--- config.mk ---
export PLATFORM = sky130hd
export DESIGN_NAME = rtc_register_reader
export DESIGN_NICKNAME = d
export VERILOG_FILES = /design/src/rtl/rtc_pkg.sv /design/src/rtl/rtc_bus_cycle.sv /design/src/rtl/rtc_register_reader.sv
export SDC_FILE = /design/constraint.sdc
export NUM_CORES = 1
export LEC_CHECK = 0
export ABC_AREA = 1
export CAP_MARGIN = 0
export CORE_ASPECT_RATIO = 1.75
export CORE_MARGIN = 5
export CORE_UTILIZATION = 40
export DETAILED_ROUTE_END_ITERATION = 6
export PLACE_DENSITY_LB_ADDON = 0.2
export REMOVE_ABC_BUFFERS = 1
export SYNTH_ARGS = -nofsm -noshare
export SYNTH_HDL_FRONTEND = slang
export SYNTH_HIERARCHICAL = 1
export SYNTH_SLANG_ARGS = --single-unit
--- constraint.sdc ---
create_clock -name clk -period 2.8 [get_ports clk]
set_clock_uncertainty 0.1 [all_clocks]
set_input_delay 0.56 -clock clk [delete_from_list [all_inputs] [get_ports clk]]
set_output_delay 0.56 -clock clk [all_outputs]
set_load 0.03 [all_outputs]
--- src/rtl/rtc_pkg.sv ---
// Shared definitions for the RTC register reader: register map, FSM states,
// register index type and the decoded display snapshot.
package rtc_pkg;

  localparam int NUM_REGS = 10;

  typedef logic [3:0] reg_idx_t;

  localparam reg_idx_t IDX_FIRST = 4'd0;
  localparam reg_idx_t IDX_LAST  = 4'd9;

  localparam logic [7:0] ADDR_SS   = 8'h21;
  localparam logic [7:0] ADDR_MM   = 8'h22;
  localparam logic [7:0] ADDR_HH   = 8'h23;
  localparam logic [7:0] ADDR_DAY  = 8'h24;
  localparam logic [7:0] ADDR_MES  = 8'h25;
  localparam logic [7:0] ADDR_YEAR = 8'h26;
  localparam logic [7:0] ADDR_WDAY = 8'h27;
  localparam logic [7:0] ADDR_SS_T = 8'h41;
  localparam logic [7:0] ADDR_MM_T = 8'h42;
  localparam logic [7:0] ADDR_HH_T = 8'h43;

  // Phases of one address-write plus data-read transaction.
  typedef enum logic [2:0] {
    BUS_IDLE,
    BUS_ADDR_SET,
    BUS_ADDR_WR,
    BUS_ADDR_HOLD,
    BUS_DATA_SET,
    BUS_DATA_RD,
    BUS_DATA_HOLD
  } bus_state_t;

  // Sweep sequencer states.
  typedef enum logic [1:0] {
    SEQ_IDLE,
    SEQ_SWEEP,
    SEQ_COMMIT
  } seq_state_t;

  // Decoded display fields; one copy is filled during a sweep, one is shown.
  typedef struct packed {
    logic [3:0] ss0,   ss1;
    logic [3:0] mm0,   mm1;
    logic [3:0] hh0,   hh1;
    logic       am_pm;
    logic [3:0] day0,  day1;
    logic [3:0] mes0,  mes1;
    logic [3:0] year0, year1;
    logic [2:0] wday;
    logic [3:0] sst0,  sst1;
    logic [3:0] mmt0,  mmt1;
    logic [3:0] hht0,  hht1;
  } snapshot_t;

  // Sweep order to RTC register address.
  function automatic logic [7:0] reg_addr(input reg_idx_t idx);
    case (idx)
      4'd0:    return ADDR_SS;
      4'd1:    return ADDR_MM;
      4'd2:    return ADDR_HH;
      4'd3:    return ADDR_DAY;
      4'd4:    return ADDR_MES;
      4'd5:    return ADDR_YEAR;
      4'd6:    return ADDR_WDAY;
      4'd7:    return ADDR_SS_T;
      4'd8:    return ADDR_MM_T;
      4'd9:    return ADDR_HH_T;
      default: return 8'h00;
    endcase
  endfunction

endpackage

--- src/rtl/rtc_bus_cycle.sv ---
// One RTC bus transaction: drive the register address with a wr_n strobe,
// then release the bus and sample the data byte under a rd_n strobe.
// A new start accepted in DATA_HOLD chains straight into the next ADDR_SET.
module rtc_bus_cycle
  import rtc_pkg::*;
#(
  parameter int PULSE_CYC = 10
) (
  input  logic       clk,
  input  logic       rst_n,
  input  logic       start,
  input  logic [7:0] addr,
  input  logic [7:0] ad_in,
  output logic [7:0] ad_out,
  output logic       ad_oe,
  output logic       cs_n,
  output logic       rd_n,
  output logic       wr_n,
  output logic       a_d,
  output logic       done,
  output logic [7:0] data
);

  localparam logic [7:0] PULSE_LAST = 8'(PULSE_CYC - 1);

  bus_state_t state, state_next;
  logic [7:0] pulse_cnt;
  logic [7:0] addr_q;
  logic       launch;
  logic       pulse_end;

  assign pulse_end = (pulse_cnt == PULSE_LAST);

  // State register; reset returns the pads to the idle bus immediately.
  // NOTE: clocked state uses non-blocking assignments so every flop samples pre-edge values.
  always_ff @(posedge clk or negedge rst_n) begin
    if (!rst_n) state <= BUS_IDLE;
    else        state <= state_next;
  end

  // Strobe width counter, latched address and captured data byte.
  always_ff @(posedge clk or negedge rst_n) begin
    if (!rst_n) begin
      pulse_cnt <= '0;
      addr_q    <= '0;
      data      <= '0;
    end else begin
      if (launch) addr_q <= addr;
      if ((state == BUS_ADDR_WR) || (state == BUS_DATA_RD))
        pulse_cnt <= pulse_end ? 8'd0 : pulse_cnt + 8'd1;
      else
        pulse_cnt <= '0;
      if ((state == BUS_DATA_RD) && pulse_end) data <= ad_in;
    end
  end

  // Next-state and pad decode; pads are pure functions of the state.
  // NOTE: every output gets a default first so no path through the case infers a latch.
  always_comb begin
    state_next = state;
    launch     = 1'b0;
    done       = 1'b0;
    cs_n       = 1'b1;
    rd_n       = 1'b1;
    wr_n       = 1'b1;
    a_d        = 1'b0;
    ad_oe      = 1'b0;
    ad_out     = 8'h00;
    case (state)
      BUS_IDLE: begin
        if (start) begin
          launch     = 1'b1;
          state_next = BUS_ADDR_SET;
        end
      end
      BUS_ADDR_SET: begin
        cs_n       = 1'b0;
        ad_oe      = 1'b1;
        ad_out     = addr_q;
        state_next = BUS_ADDR_WR;
      end
      BUS_ADDR_WR: begin
        cs_n   = 1'b0;
        ad_oe  = 1'b1;
        ad_out = addr_q;
        wr_n   = 1'b0;
        if (pulse_end) state_next = BUS_ADDR_HOLD;
      end
      BUS_ADDR_HOLD: begin
        cs_n       = 1'b0;
        ad_oe      = 1'b1;
        ad_out     = addr_q;
        state_next = BUS_DATA_SET;
      end
      BUS_DATA_SET: begin
        cs_n       = 1'b0;
        a_d        = 1'b1;
        state_next = BUS_DATA_RD;
      end
      BUS_DATA_RD: begin
        cs_n = 1'b0;
        a_d  = 1'b1;
        rd_n = 1'b0;
        if (pulse_end) state_next = BUS_DATA_HOLD;
      end
      BUS_DATA_HOLD: begin
        done = 1'b1;
        if (start) begin
          launch     = 1'b1;
          state_next = BUS_ADDR_SET;
        end else begin
          state_next = BUS_IDLE;
        end
      end
      default: state_next = BUS_IDLE;
    endcase
  end

endmodule

--- src/rtl/rtc_register_reader.sv ---
// Periodically sweeps the ten RTC time/date/timer registers, decodes each BCD
// byte into display fields and commits the whole set at once per sweep.
module rtc_register_reader
  import rtc_pkg::*;
#(
  parameter int PULSE_CYC   = 10,
  parameter int REFRESH_CYC = 10_000_000
) (
  input  logic       clk,
  input  logic       rst_n,
  input  logic [7:0] ad_in,
  output logic [7:0] ad_out,
  output logic       ad_oe,
  output logic       cs_n,
  output logic       rd_n,
  output logic       wr_n,
  output logic       a_d,
  output logic [3:0] digit0_SS,
  output logic [3:0] digit1_SS,
  output logic [3:0] digit0_MM,
  output logic [3:0] digit1_MM,
  output logic [3:0] digit0_HH,
  output logic [3:0] digit1_HH,
  output logic [3:0] digit0_DAY,
  output logic [3:0] digit1_DAY,
  output logic [3:0] digit0_MES,
  output logic [3:0] digit1_MES,
  output logic [3:0] digit0_YEAR,
  output logic [3:0] digit1_YEAR,
  output logic [3:0] digit0_SS_T,
  output logic [3:0] digit1_SS_T,
  output logic [3:0] digit0_MM_T,
  output logic [3:0] digit1_MM_T,
  output logic [3:0] digit0_HH_T,
  output logic [3:0] digit1_HH_T,
  output logic       AM_PM,
  output logic [2:0] dia_semana,
  output logic       busy,
  output logic       frame_done
);

  localparam logic [24:0] REFRESH_LAST = 25'(REFRESH_CYC - 1);

  seq_state_t  seq_state, seq_next;
  reg_idx_t    idx;
  logic        kick;
  logic [24:0] refresh_cnt;
  logic        refresh_tc;
  logic        sweep_start;
  logic        bus_start;
  logic [7:0]  bus_addr;
  logic        bus_done;
  logic [7:0]  bus_data;
  snapshot_t   shadow;
  snapshot_t   snap;

  rtc_bus_cycle #(
    .PULSE_CYC(PULSE_CYC)
  ) u_bus (
    .clk   (clk),
    .rst_n (rst_n),
    .start (bus_start),
    .addr  (bus_addr),
    .ad_in (ad_in),
    .ad_out(ad_out),
    .ad_oe (ad_oe),
    .cs_n  (cs_n),
    .rd_n  (rd_n),
    .wr_n  (wr_n),
    .a_d   (a_d),
    .done  (bus_done),
    .data  (bus_data)
  );

  assign refresh_tc = (refresh_cnt == REFRESH_LAST);

  // Sequencer decode: start a sweep on the post-reset kick or an idle terminal
  // count, chain register slots back to back, then one commit cycle.
  always_comb begin
    seq_next    = seq_state;
    sweep_start = 1'b0;
    bus_start   = 1'b0;
    bus_addr    = reg_addr(idx);
    case (seq_state)
      SEQ_IDLE: begin
        if (kick || refresh_tc) begin
          sweep_start = 1'b1;
          bus_start   = 1'b1;
          bus_addr    = reg_addr(IDX_FIRST);
          seq_next    = SEQ_SWEEP;
        end
      end
      SEQ_SWEEP: begin
        if (bus_done) begin
          if (idx == IDX_LAST) begin
            seq_next = SEQ_COMMIT;
          end else begin
            bus_start = 1'b1;
            bus_addr  = reg_addr(reg_idx_t'(idx + 4'd1));
          end
        end
      end
      SEQ_COMMIT: seq_next = SEQ_IDLE;
      default:    seq_next = SEQ_IDLE;
    endcase
  end

  // Sequencer state register.
  always_ff @(posedge clk or negedge rst_n) begin
    if (!rst_n) seq_state <= SEQ_IDLE;
    else        seq_state <= seq_next;
  end

  // Post-reset kick, register index and free-running refresh counter.
  // A terminal count seen while busy simply wraps without starting anything.
  always_ff @(posedge clk or negedge rst_n) begin
    if (!rst_n) begin
      kick        <= 1'b1;
      idx         <= IDX_FIRST;
      refresh_cnt <= '0;
    end else begin
      kick <= 1'b0;
      if (sweep_start)
        idx <= IDX_FIRST;
      else if ((seq_state == SEQ_SWEEP) && bus_done && (idx != IDX_LAST))
        idx <= reg_idx_t'(idx + 4'd1);
      if (sweep_start || refresh_tc) refresh_cnt <= '0;
      else                           refresh_cnt <= refresh_cnt + 25'd1;
    end
  end

  // Decode each captured byte into its shadow fields as its slot completes.
  // NOTE: shadow has no reset; every field is rewritten each sweep before it is committed.
  always_ff @(posedge clk) begin
    if ((seq_state == SEQ_SWEEP) && bus_done) begin
      case (idx)
        4'd0: {shadow.ss1, shadow.ss0}     <= bus_data;
        4'd1: {shadow.mm1, shadow.mm0}     <= bus_data;
        4'd2: begin
          shadow.am_pm <= bus_data[7];
          shadow.hh1   <= {2'b00, bus_data[5:4]};
          shadow.hh0   <= bus_data[3:0];
        end
        4'd3: {shadow.day1, shadow.day0}   <= bus_data;
        4'd4: {shadow.mes1, shadow.mes0}   <= bus_data;
        4'd5: {shadow.year1, shadow.year0} <= bus_data;
        4'd6: shadow.wday                  <= bus_data[2:0];
        4'd7: {shadow.sst1, shadow.sst0}   <= bus_data;
        4'd8: {shadow.mmt1, shadow.mmt0}   <= bus_data;
        4'd9: begin
          shadow.hht1 <= {2'b00, bus_data[5:4]};
          shadow.hht0 <= bus_data[3:0];
        end
        default: ;
      endcase
    end
  end

  // Displayed snapshot: replaced only in the commit cycle.
  always_ff @(posedge clk or negedge rst_n) begin
    if (!rst_n)                       snap <= '0;
    else if (seq_state == SEQ_COMMIT) snap <= shadow;
  end

  assign busy        = (seq_state != SEQ_IDLE);
  assign frame_done  = (seq_state == SEQ_COMMIT);

  assign digit0_SS   = snap.ss0;
  assign digit1_SS   = snap.ss1;
  assign digit0_MM   = snap.mm0;
  assign digit1_MM   = snap.mm1;
  assign digit0_HH   = snap.hh0;
  assign digit1_HH   = snap.hh1;
  assign AM_PM       = snap.am_pm;
  assign digit0_DAY  = snap.day0;
  assign digit1_DAY  = snap.day1;
  assign digit0_MES  = snap.mes0;
  assign digit1_MES  = snap.mes1;
  assign digit0_YEAR = snap.year0;
  assign digit1_YEAR = snap.year1;
  assign dia_semana  = snap.wday;
  assign digit0_SS_T = snap.sst0;
  assign digit1_SS_T = snap.sst1;
  assign digit0_MM_T = snap.mmt0;
  assign digit1_MM_T = snap.mmt1;
  assign digit0_HH_T = snap.hht0;
  assign digit1_HH_T = snap.hht1;

endmodule

==> run summary <==
The flow ran to the end, and the final reports show no timing, DRC or antenna violations. The logs give 4 for the count of TritonRoute iterations in the first routing pass and 0 for the remaining antenna violation count after routing. The min-delay analysis places its worst path in the category in2async. The run gives 0 as the number of antenna violations at the first check in global routing.

Final hold analysis gives a worst-case slack of 3.77 ps. The remaining routing DRC violations came out at 0. The fraction of the cycle the final worst path needs was 94.9%; the ratio of cells with drive above 1 in the final layout was 7.86%.

TritonCTS built the clock tree. The synthesized netlist contains 35 unique library cells. Of the post-synthesis cell area, the dominant cell type holds 38.0%.

Sequential cells were found to cover 63.5% of the synthesized design area. The most common cell in the synthesized netlist is sky130_fd_sc_hd__nand2_1. In this run the worst path has a maximum fanout of 10. The clock network burns 35.1% of the power.

The number of buffers added to fix hold violations after cts was 0. The cell depth of the worst setup path is 4. The largest area contributor in the synthesized netlist is sky130_fd_sc_hd__dfrtp_1. Overall die width: 121 um. The final global-route overflow total was 0; the deepest clock path buffer count was 3. The mapped netlist covers 8560 um2. Power spread over the standard cell area amounts to 735 nW/um2. Max-cap violations in this run came to 0.

Summed over all nets, the switching power comes to 2290 uW. The total die area is 24600 um2, and the time the worst path needs with I/O delays and setup is 2660 ps. The first global-routing pass estimated 30700 um of wire.

At the end of routability-driven placement, the weighted congestion stood at 0.871. After detailed placement, the design holds a cell count of 1237. The tools report the startpoint class of the critical path as a flip-flop.

The largest stage delay on the critical path is 680 ps, and the floorplan die height is 204 um. For the cell count after synthesis, the log shows 892. The mean instance size in the synthesized netlist came out at 9.60 um2.

The required time of the critical path came out at 2140 ps. In this run the tightest slew margin relative to its limit is 45.6%. The switching fraction of total power works out to 29.7%. The detailed-route via count was 5939. The tools report the achievable frequency as 0.376 GHz.

The signal on the critical path passes through inv_2, o21ai_4, nor2_1, clkdlybuf4s50_1. H-tree depth: 1. For this run, the number of standard cells in the final layout without fillers is 1273. Setup repair after global routing left no endpoint under its margin. The number of cells on the worst reg-to-reg path was 7. The tree is rooted in a sky130_fd_sc_hd__clkbuf_16.

Later-pin clock latency in the skew report: 490 ps. After floorplanning, the core was sized to cover 21300 um2. Counting flops with an async set or reset pin after synthesis yields a share of 64.5%. The tools report the via count of the first global-routing pass as 6013. The category of the critical setup timing path is reg2out. The run gives 0 as the final hold violation count. In the final routed layout, each cell accounts on average for 14.7 um. After synthesis, the most frequently instantiated cells are sky130_fd_sc_hd__nand2_1 (360), sky130_fd_sc_hd__dfrtp_1 (130), sky130_fd_sc_hd__nor2_1 (91).

Setup violations remaining at the end of the flow were counted as 0. The number of flops mapped to enable cells by yosys was 72; the global-route total usage across every layer was 15.7%. For the total of warnings raised by yosys, the log shows 6.

STA classifies the critical path endpoint as an output pin. The run gives 20 as the number of buffers created by CTS. Clock input transition at the sequential cells of the worst setup and hold paths: 60 ps. Once the floorplan was initialized, standard cells occupied 40.2% of the core.

In this run, flip-flops and latches consume 44.8% of the power. Total half-perimeter wirelength after legalization and detailed placement: 13300 um. The initialized floorplan defines 71 standard-cell rows. Synthesis inferred 203 register bits. The area growth from synthesis to layout is 22.4%. For this block, the routed nets add up to 18800 um of wire. In the post-synthesis netlist, the biggest area contributors are sky130_fd_sc_hd__dfrtp_1 (38%), sky130_fd_sc_hd__edfxtp_1 (25%), sky130_fd_sc_hd__nand2_1 (16%), sky130_fd_sc_hd__nor2_1 (4.0%), sky130_fd_sc_hd__inv_1 (3.2%). For the pin with the worst max-slew slack, the measured transition is 816 ps. In this design, the largest share of critical-path delay is due to buffers and inverters.

Combinational logic burns 20.2% of the power. The repair_antennas step left the layout with diodes totalling 0. IR analysis of the VDD net gives a maximum drop of 0.505 mV.

Cell internal power was estimated by the tool at 5420 uW. The number of buffers and inverters on the critical path is 2. After detailed routing, the number of vias per cell comes to 4.67.

For the number of primary I/O pins, the log shows 101. For this design, the slowest cell found on the critical path is sky130_fd_sc_hd__clkdlybuf4s50_1. The number of clock sinks seen by CTS was 203; the number of nets in the final layout was 1027. The final number of max-transition violations is 0. The arrival time of data at the critical path endpoint is 2000 ps, and the number of input and output port buffers inserted is 96. The maximum number of pins on one net before global-route repair was 132; the leakage power figure was 0.00491 uW. Primary flip-flop cell chosen by synthesis mapping: sky130_fd_sc_hd__dfrtp_1. Initial detailed-routing violation count: 277.
-- flip-flops by register name, summed over array words and instances, names as in the netlist, 8 cells and up --
signal,flops
refresh_cnt,25
shadow,72
u_bus/addr_q,8
u_bus/data,8
u_bus/pulse_cnt,8
-- logic make-up after synthesis --
logic type	Yosys count	synth area share, %
fa+ha+maj	13	1.90
other cells	1	0.0438
simple gates	523	24.9
xor+xnor	13	1.33
compound gates	34	2.82
flops	203	63.5
buf+inv	105	5.48
-- worst reg2reg max path, cell delays in order (launching register included) --
cell and delay (ps):
sky130_fd_sc_hd__dfrtp_1 460, sky130_fd_sc_hd__inv_2 120, sky130_fd_sc_hd__nand2_1 80, sky130_fd_sc_hd__nor2_1 230, sky130_fd_sc_hd__inv_1 90, sky130_fd_sc_hd__nor2_1 180
sky130_fd_sc_hd__inv_1 210, sky130_fd_sc_hd__nor2_1 430
-- power by group through the flow --
stage	clock network, uW	logic (uW)	registers (uW)
2_1_floorplan	0	1050	3490
3_3_place_gp	0	1570	3500
3_5_place_dp	0	1590	3510
4_1_cts	2800	1590	3450
5_1_grt	2920	1740	3480
6_report	2700	1550	3450
-- cell type report --
type                    instances  area, um2
multi-input cells             591       2690
inverters                      80        300
clock buffers                  26        564
well taps                     255        319
repair buffers                108       1060
fillers                      2037      10800
clock inverters                10        104
flip-flops and latches        203       5440
-- what timing repair did --
| item | CTS | global route |
|---|---|---|
| buffers inserted | 0 | 0 |
| endpoints found under the hold margin | 0 | 0 |
| setup endpoints to repair | 1 | 0 |
| gates resized for setup | 1 | 0 |
-- stage by stage --
step / area (um2) / setup WS, ps / total power, uW / util (%) / TNS (ps)
final: 10500 / 143 / 7710 / 49.2 / 0
after global routing: 10500 / 24.6 / 8140 / 49.2 / 0
after CTS: 10500 / 95.7 / 7830 / 49.2 / 0
after detailed placement: 9820 / 484 / 5100 / 46.0 / 0
after global placement: 9820 / 516 / 5070 / 46.0 / 0
after floorplan: 8420 / -1970 / 4550 / - / -142610
-- metal layers --
metal  vias up  GRT usage [%]  wire (um)
met3        31           2.14        660
met1      2780           17.2       7070
met5         -              0          0
met4         0           5.15        458
met2       104           30.4      10600
li1       3024              -          -
-- path summary, 6_finish.rpt --
path	start	endpoint	slack, ps
min	rst_n	refresh_cnt[16]	4
min reg2reg	shadow[31]	digit0_YEAR[0]	340
max	u_bus/state[2]	ad_out[3]	140
max reg2reg	u_bus/state[0]	shadow[6]	540
min in group clk	shadow[31]	digit0_YEAR[0]	340
max in group asynchronous	rst_n	digit0_HH[0]	1910
-- layout by cell type, fill, tap and decap left out, drive strengths merged --
| cell type | instances |
|---|---|
| nand2 | 368 |
| dfrtp | 130 |
| nor2 | 95 |
| clkdlybuf4s50 | 94 |
| inv | 82 |
| edfxtp | 72 |
| nand3 | 29 |
| clkbuf | 26 |
| o21ai | 23 |
| nor3 | 16 |
| nand4 | 13 |
| ha | 13 |
| buf | 13 |
| xor2 | 11 |
| conb | 8 |
| a21oi | 6 |
| clkinv | 6 |
| xnor2 | 2 |
| a21boi | 2 |
| bufinv | 2 |
| or2 | 1 |
| a22oi | 1 |
| nor4 | 1 |
| o21bai | 1 |
| dfstp | 1 |
| dlygate4sd2 | 1 |
| a31oi | 1 |
(Power assumes the default switching activity.)
